### src/rtl/press_ack_counter_pkg.sv
// Shared state and operation codes for the press/ack counter consumer.
package press_ack_counter_pkg;

   typedef enum logic [1:0] {
      ST_IDLE    = 2'd0,
      ST_ACK     = 2'd1,
      ST_RELEASE = 2'd2
   } state_t;

   typedef enum logic [1:0] {
      OP_NONE = 2'd0,
      OP_LOAD = 2'd1,
      OP_INC  = 2'd2,
      OP_DEC  = 2'd3
   } op_t;

endpackage

### src/rtl/press_ack_counter_arbiter.sv
// Fixed-priority selection among the three pending press flags (load > inc > dec).
module press_priority_arbiter
   import press_ack_counter_pkg::*;
(
   input  logic load_req,
   input  logic inc_req,
   input  logic dec_req,
   output op_t  op
);

   always_comb begin
      op = OP_NONE;
      if (load_req)     op = OP_LOAD;
      else if (inc_req) op = OP_INC;
      else if (dec_req) op = OP_DEC;
   end

endmodule

### src/rtl/press_ack_counter.sv
// Services one press per pass: grant, one-cycle ack with counter update, then wait
// for the granted detector to drop its flag before accepting the next press.
module press_ack_counter
   import press_ack_counter_pkg::*;
#(
   parameter int WIDTH       = 8,
   parameter int RESET_VALUE = 0,
   parameter bit WRAP        = 1'b1
) (
   input  logic             clock,
   input  logic             reset,
   input  logic             loadPressed,
   input  logic             incPressed,
   input  logic             decPressed,
   input  logic [WIDTH-1:0] loadValue,
   output logic             loadAck,
   output logic             incAck,
   output logic             decAck,
   output logic [WIDTH-1:0] count,
   output logic             busy,
   output logic             limitHit
);

   localparam logic [WIDTH-1:0] CNT_RST = WIDTH'(RESET_VALUE);
   localparam logic [WIDTH-1:0] CNT_MAX = '1;
   localparam logic [WIDTH-1:0] CNT_ONE = {{(WIDTH-1){1'b0}}, 1'b1};

   state_t           state_q, state_d;
   op_t              grant_q, grant_d;
   op_t              req_op;
   logic [WIDTH-1:0] count_q, count_d;
   logic             limit_q, limit_d;
   logic             granted_pressed;

   press_priority_arbiter u_arb (
      .load_req (loadPressed),
      .inc_req  (incPressed),
      .dec_req  (decPressed),
      .op       (req_op)
   );

   always_comb begin
      case (grant_q)
         OP_LOAD: granted_pressed = loadPressed;
         OP_INC:  granted_pressed = incPressed;
         OP_DEC:  granted_pressed = decPressed;
         default: granted_pressed = 1'b0;
      endcase
   end

   // The counter only moves on the edge that ends ACK; limit flags a wrap or clamp there.
   always_comb begin
      state_d = state_q;
      grant_d = grant_q;
      count_d = count_q;
      limit_d = 1'b0;
      case (state_q)
         ST_IDLE: begin
            if (req_op != OP_NONE) begin
               grant_d = req_op;
               state_d = ST_ACK;
            end
         end
         ST_ACK: begin
            state_d = ST_RELEASE;
            case (grant_q)
               OP_LOAD: count_d = loadValue;
               OP_INC: begin
                  if (count_q == CNT_MAX) begin
                     limit_d = 1'b1;
                     count_d = WRAP ? '0 : CNT_MAX;
                  end else begin
                     count_d = count_q + CNT_ONE;
                  end
               end
               OP_DEC: begin
                  if (count_q == '0) begin
                     limit_d = 1'b1;
                     count_d = WRAP ? CNT_MAX : '0;
                  end else begin
                     count_d = count_q - CNT_ONE;
                  end
               end
               default: count_d = count_q;
            endcase
         end
         ST_RELEASE: begin
            if (!granted_pressed) state_d = ST_IDLE;
         end
         default: state_d = ST_IDLE;
      endcase
   end

   always_ff @(posedge clock) begin
      if (reset) begin
         state_q <= ST_IDLE;
         grant_q <= OP_NONE;
         count_q <= CNT_RST;
         limit_q <= 1'b0;
      end else begin
         state_q <= state_d;
         grant_q <= grant_d;
         count_q <= count_d;
         limit_q <= limit_d;
      end
   end

   assign loadAck  = (state_q == ST_ACK) && (grant_q == OP_LOAD);
   assign incAck   = (state_q == ST_ACK) && (grant_q == OP_INC);
   assign decAck   = (state_q == ST_ACK) && (grant_q == OP_DEC);
   assign busy     = (state_q != ST_IDLE);
   assign count    = count_q;
   assign limitHit = limit_q;

endmodule

### config.mk
export PLATFORM = sky130hd
export DESIGN_NAME = press_ack_counter
export DESIGN_NICKNAME = d
export VERILOG_FILES = /design/src/rtl/press_ack_counter_pkg.sv /design/src/rtl/press_ack_counter_arbiter.sv /design/src/rtl/press_ack_counter.sv
export SDC_FILE = /design/constraint.sdc
export NUM_CORES = 1
export LEC_CHECK = 0
export ABC_AREA = 1
export BUFFER_PORTS_ARGS = -buffer_cell sky130_fd_sc_hd__buf_4
export CORE_AREA = 2 2 47 57
export DETAILED_ROUTE_END_ITERATION = 10
export DIE_AREA = 0 0 49 59
export PLACE_DENSITY = 0.72
export SYNTH_ARGS = -nofsm -noshare
export SYNTH_HDL_FRONTEND = slang
export SYNTH_SLANG_ARGS = --single-unit
### constraint.sdc
create_clock -name clock -period 1.37 [get_ports clock]
set_input_delay 0.0685 -clock clock [delete_from_list [all_inputs] [get_ports clock]]
set_output_delay 0.0685 -clock clock [all_outputs]
set_load 0.005 [all_outputs]
======== After elaboration in Yosys (flattened, before gate mapping) ========
Index checks and enable logic that the tools add are counted.
Widths: inputs -> output; s select.
cells by class
  $add $sub $neg .......................... 2
  equality and inequality tests ........... 8
  muxes and demuxes ....................... 13
  bitwise gates (word level) .............. 1
  reductions and logical operators ........ 12
operators with widths
  operator             count
  $pmux 8 s3           1
  $mux 8               2
  $mux 2               5
  $add 8x1->8 const B  1
  $eq 8x8->1 const B   1
  $logic_not 8->1      1
  $sub 8x1->8 const B  1
  $eq 2x2->1 const B   3
  $pmux 2 s3           1
  $reduce_and 2->1     3
  $eq 2x1->1 const B   2
  $ne 2x2->1 const B   2
  $reduce_bool 2->1    2
  $logic_and 1x1->1    3
  $pmux 1 s3           1
  $reduce_bool 3->1    1
  $logic_not 2->1      1
  $mux 1               2
  $pmux 1 s2           1
  $reduce_or 2->1      1
  $not 1->1            1
word-level totals
  register bits after elaboration ......... 13
  input port bits ......................... 13
  output and inout bits ................... 13
  word-level logic and storage cells ...... 40

======== Logic depth before layout (Yosys ltp) ========
  depth after elaboration ................. 6
  mapped depth ............................ 11
  depth with buffers taken out ............ 11

======== Cells and area by module ========
A second synthesis with hierarchy kept.
second synthesis, totals
  cells, all modules ...................... 182
  area total of the unflattened synthesis .. 1078.5 um^2
by module, submodules not included
  module                  times used  cells an instance  area each (um^2)  seq. area each (um^2)
  press_ack_counter       1           176                1056.0            260.2
  press_priority_arbiter  1           6                  22.5              0.0

======== Worst setup path before layout ========
OpenSTA, ideal clock, no wires.
  kind .................................... reg2reg
  start point ............................. register count_q[0] (netlist: count[0])
  end point ............................... register count_q[4] (netlist: count[4])
  setup time .............................. 0.109 ns
  data arrival time ....................... 1.187 ns
  required time ........................... 1.261 ns
  setup slack ............................. 0.074 ns
  cell stages (with the launch flop) ...... 10
  buffers on the path ..................... 0
  period minus slack after synthesis ...... 1.296 ns
  path through ............................ dfxtp_1 inv_1 ha_1 nand2_1 o21ai_0 nand2_1 o21ai_0 nand3_1 nand2_1 inv_1
between the ends
  word-level cells in the longest chain between the ends .. 3
  elaborated cells on any way between the ends .. 7
  those cells by class .................... 2 x add/sub; 1 x eq/ne; 3 x mux; 1 x reduce/logical
ends and longest elaborated chain
  item                                       line                                              RTL
  start, declared                            press_ack_counter.sv:31                           logic [WIDTH-1:0] count_q, count_d;
  start signal, assigned                     press_ack_counter.sv:103                          count_q <= count_d;
  $sub 8x1->8, or another cell as far along  press_ack_counter.sv:81                           count_d = count_q - CNT_ONE;
  $mux 8, on equally long branches           press_ack_counter.sv:77, press_ack_counter.sv:69
  $pmux 8 s3 (*)                             press_ack_counter.sv:66                           case (grant_q)
Mark *: on every way between the ends. The rest lies on a longest branch, timed or not.
A chain may end at the register's enable or synchronous reset.

======== Worst setup path after layout ========
  start point ............................. register count_q[0] (netlist: count[0])
  end point ............................... register count_q[6] (netlist: count[6])
The elaborated chain is that of the path after synthesis.

==> results.toml <==
[logic_synthesis]
synth_most_common_cell = "nand2_1"
synth_top_area_share_pct = 24.6
synth_fa_ha_area_share_pct = 3.55
yosysWarnings = 0
synth-xor-area-share_pct = 1.66
ys_types = 27
synth_flop_cell = "dfxtp_1"
yosys-top-cells-area = "dfxtp_1 (25%), nand2_1 (14%), nor2_1 (8.2%)"
avgSynthCellArea_um2 = 6.18
syn_inst = 171
synthMuxAreaShare_pct = 0
synth_edf_count = 0
synth_nets = 187
synth_compound_area_share_pct = 17.5
synth_top_family_by_area = "simple AND/OR/NAND/NOR gates"
syn_area_um2 = 1060
yosys.area_share.simple_pct = 42.1
ys_seq_area_share_pct = 24.6
yosys-top-cells-count = "nand2_1 (39), nor2_1 (23), inv_1 (19)"
postSynth.asyncResetShare_pct = 0
synth_top_area_cell = "dfxtp_1"
synth-seq-cells = 13

[floorplanning]
chipHeight_um = 59
start_util_pct = 45.8
pin_count = 26
num_rows = 19
die-area_um2 = 2890
die_width_um = 49
core_um2 = 2310

[final_layout]
regArea_um2 = 277
layout-drive-gt1-share_pct = 38.8
diodes = 0
multiInputGateArea_um2 = 743
syn2layout_area_growth_pct = 42.4
fillers = 218
final_core_util_pct = 65.3
fin_nets = 231

[critical_path]
path_class = "flip-flop to flip-flop"
critPathMaxFanout = 4
critPathCaptureType = "flip-flop"
critPathLaunchType = "flip-flop"
cp.arrival_ns = 1.48
cp.required_ns = 1.55

[cts]
cts_root_buf = "clkbuf_4"
insertion_delay_ns = 0.29
htree_levels = 1
cts_buffers = 3
postCtsHoldBufs = 0
clkSinkCount = 13
path_clk_slew_ns = 0.10
cts_tree = "built"
clk_path_buf_depth = 2

[global_route]
antenna_found_initial = 0
grt.total_usage_pct = 21.3
grt-ovfl-total = 0
grt_pass1_wl_mm = 4.87
grt_start_max_net_pins = 9
grt_pass1_vias = 1194

[sta]
layout_setup_ws_ns = 0.0703
maxSlewViolCount = 0
rsz0062_at_grt = "false"
finalSetupViolCount = 0
fin_tns_setup_ns = 0
post-route-min-period_ns = 1.30
skew_ns = 0.0137
hold_violations = 0
relSlewSlack_pct = 77.4
max_freq_mhz = 769
finalCritPeriodShare_pct = 94.9
tightest_slew_ns = 0.335

[placement]
gp_congestion = 0.961
pre_cts_ws_ns = -0.0407
hpwl_mm = 2.40
numPortBuffers = 25

[outcome]
status = "finished clean"

[power_and_ir_drop]
power.density_nw_per_um2 = 865
vdd_ir_drop_max_v = 0.000840
leakage_nw = 0.757

[drt]
via_per_inst = 5.12
drt_iter0_markers = 31
wl_per_cell_um = 12.4
routed_wl_mm = 3.04
drc = 0
vias = 1255
dr.pass1.iters = 4
ant_nets = 0

[job]
maxCapViolCount = 0

[hold_path]
hold_class = "input port to flip-flop"
## report_power, final
part,switching [W],total [W],internal [W]
sequential,0.0000619,0.000479,0.000417
clock,0.000143,0.000256,0.000113
combinational,0.000316,0.000567,0.000251
## critical path, cell delays in order, from the launching register on
cell	delay, ns
dfxtp_4	0.38
inv_4	0.08
ha_4	0.14
nand2_2	0.06
nor2_2	0.14
nand2_1	0.07
nand2_1	0.06
nand2_1	0.05
nand2_1	0.05
nand2_1	0.05
nand2_1	0.07
a21oi_2	0.05
## state kept, by name (all words and copies together) (netlist names)
signal / count
grant_q: 2
state_q: 2
limitHit: 1
count: 8
## placed cells by master (no fill, tap or decap), types with 2 or more instances in the layout
| master | count |
|---|---|
| o21ai_1 | 4 |
| xor2_1 | 2 |
| nand3_1 | 13 |
| nor3_4 | 2 |
| dfxtp_2 | 4 |
| dfxtp_1 | 6 |
| a21oi_1 | 10 |
| nand2_2 | 4 |
| nand2_4 | 2 |
| inv_1 | 16 |
| inv_4 | 4 |
| o21ai_0 | 10 |
| dfxtp_4 | 3 |
| buf_4 | 41 |
| clkbuf_4 | 3 |
| nand2_1 | 38 |
| inv_2 | 5 |
| nor2_1 | 22 |
| ha_4 | 2 |
| nor2_2 | 2 |
| a21oi_2 | 2 |
| nor3_1 | 2 |
| nand3_2 | 4 |
| a31oi_1 | 3 |
## through the flow
stage,hold slack (ns),cells,area (µm²),total power [W]
after floorplan,0.254,171,1060,0.000796
after global placement,0.295,239,1380,0.000989
after detailed placement,0.298,239,1380,0.000998
after CTS,0.00254,243,1410,0.00125
after global routing,0.00921,245,1510,0.00138
final,0.00656,245,1510,0.00130
## layer usage
metal  part of all wire, %  vias up  GRT usage (%)
met3                   4.4        6           2.02
met1                    40      563           23.3
met5                     0        -              0
met4                   1.5        0           11.8
li1                      -      644              -
met2                    54       42           40.5
## final cells by class
| class | count | area share [%] |
|---|---|---|
| Clock buffer | 4 | 1.75 |
| Inverter | 26 | 7.48 |
| Multi-Input combinational cell | 130 | 49.4 |
| Sequential cell | 13 | 18.4 |
| Tap cell | 31 | 2.58 |
| Timing Repair Buffer | 41 | 20.4 |
## timing repair
| item | 4_1_cts | 5_1_grt |
|---|---|---|
| pin swaps | 0 | 4 |
| gates resized for setup | 6 | 26 |
| setup buffers | 0 | 2 |
| endpoints found under the setup margin | 3 | 11 |
## logic make-up (layout without fill, tap and decap cells)
family | count (synthesis) | in the layout
and+or+nand+nor | 92 | 92
AOI/OAI and AO/OA | 33 | 33
buffers and inverters | 28 | 71
DFF | 13 | 13
adders and majority gates | 3 | 3
xor gates and xnor gates | 2 | 2
## final timing paths
path	start	endpoint	slack (ns)	depth (start not counted)
max	count[0]	count[6]	0.07	11
min	reset	count[6]	0.007	2
max reg2reg	count[0]	count[6]	0.07	11
min reg2reg	grant_q[0]	grant_q[0]	0.54	2
(Power assumes the default switching activity.)
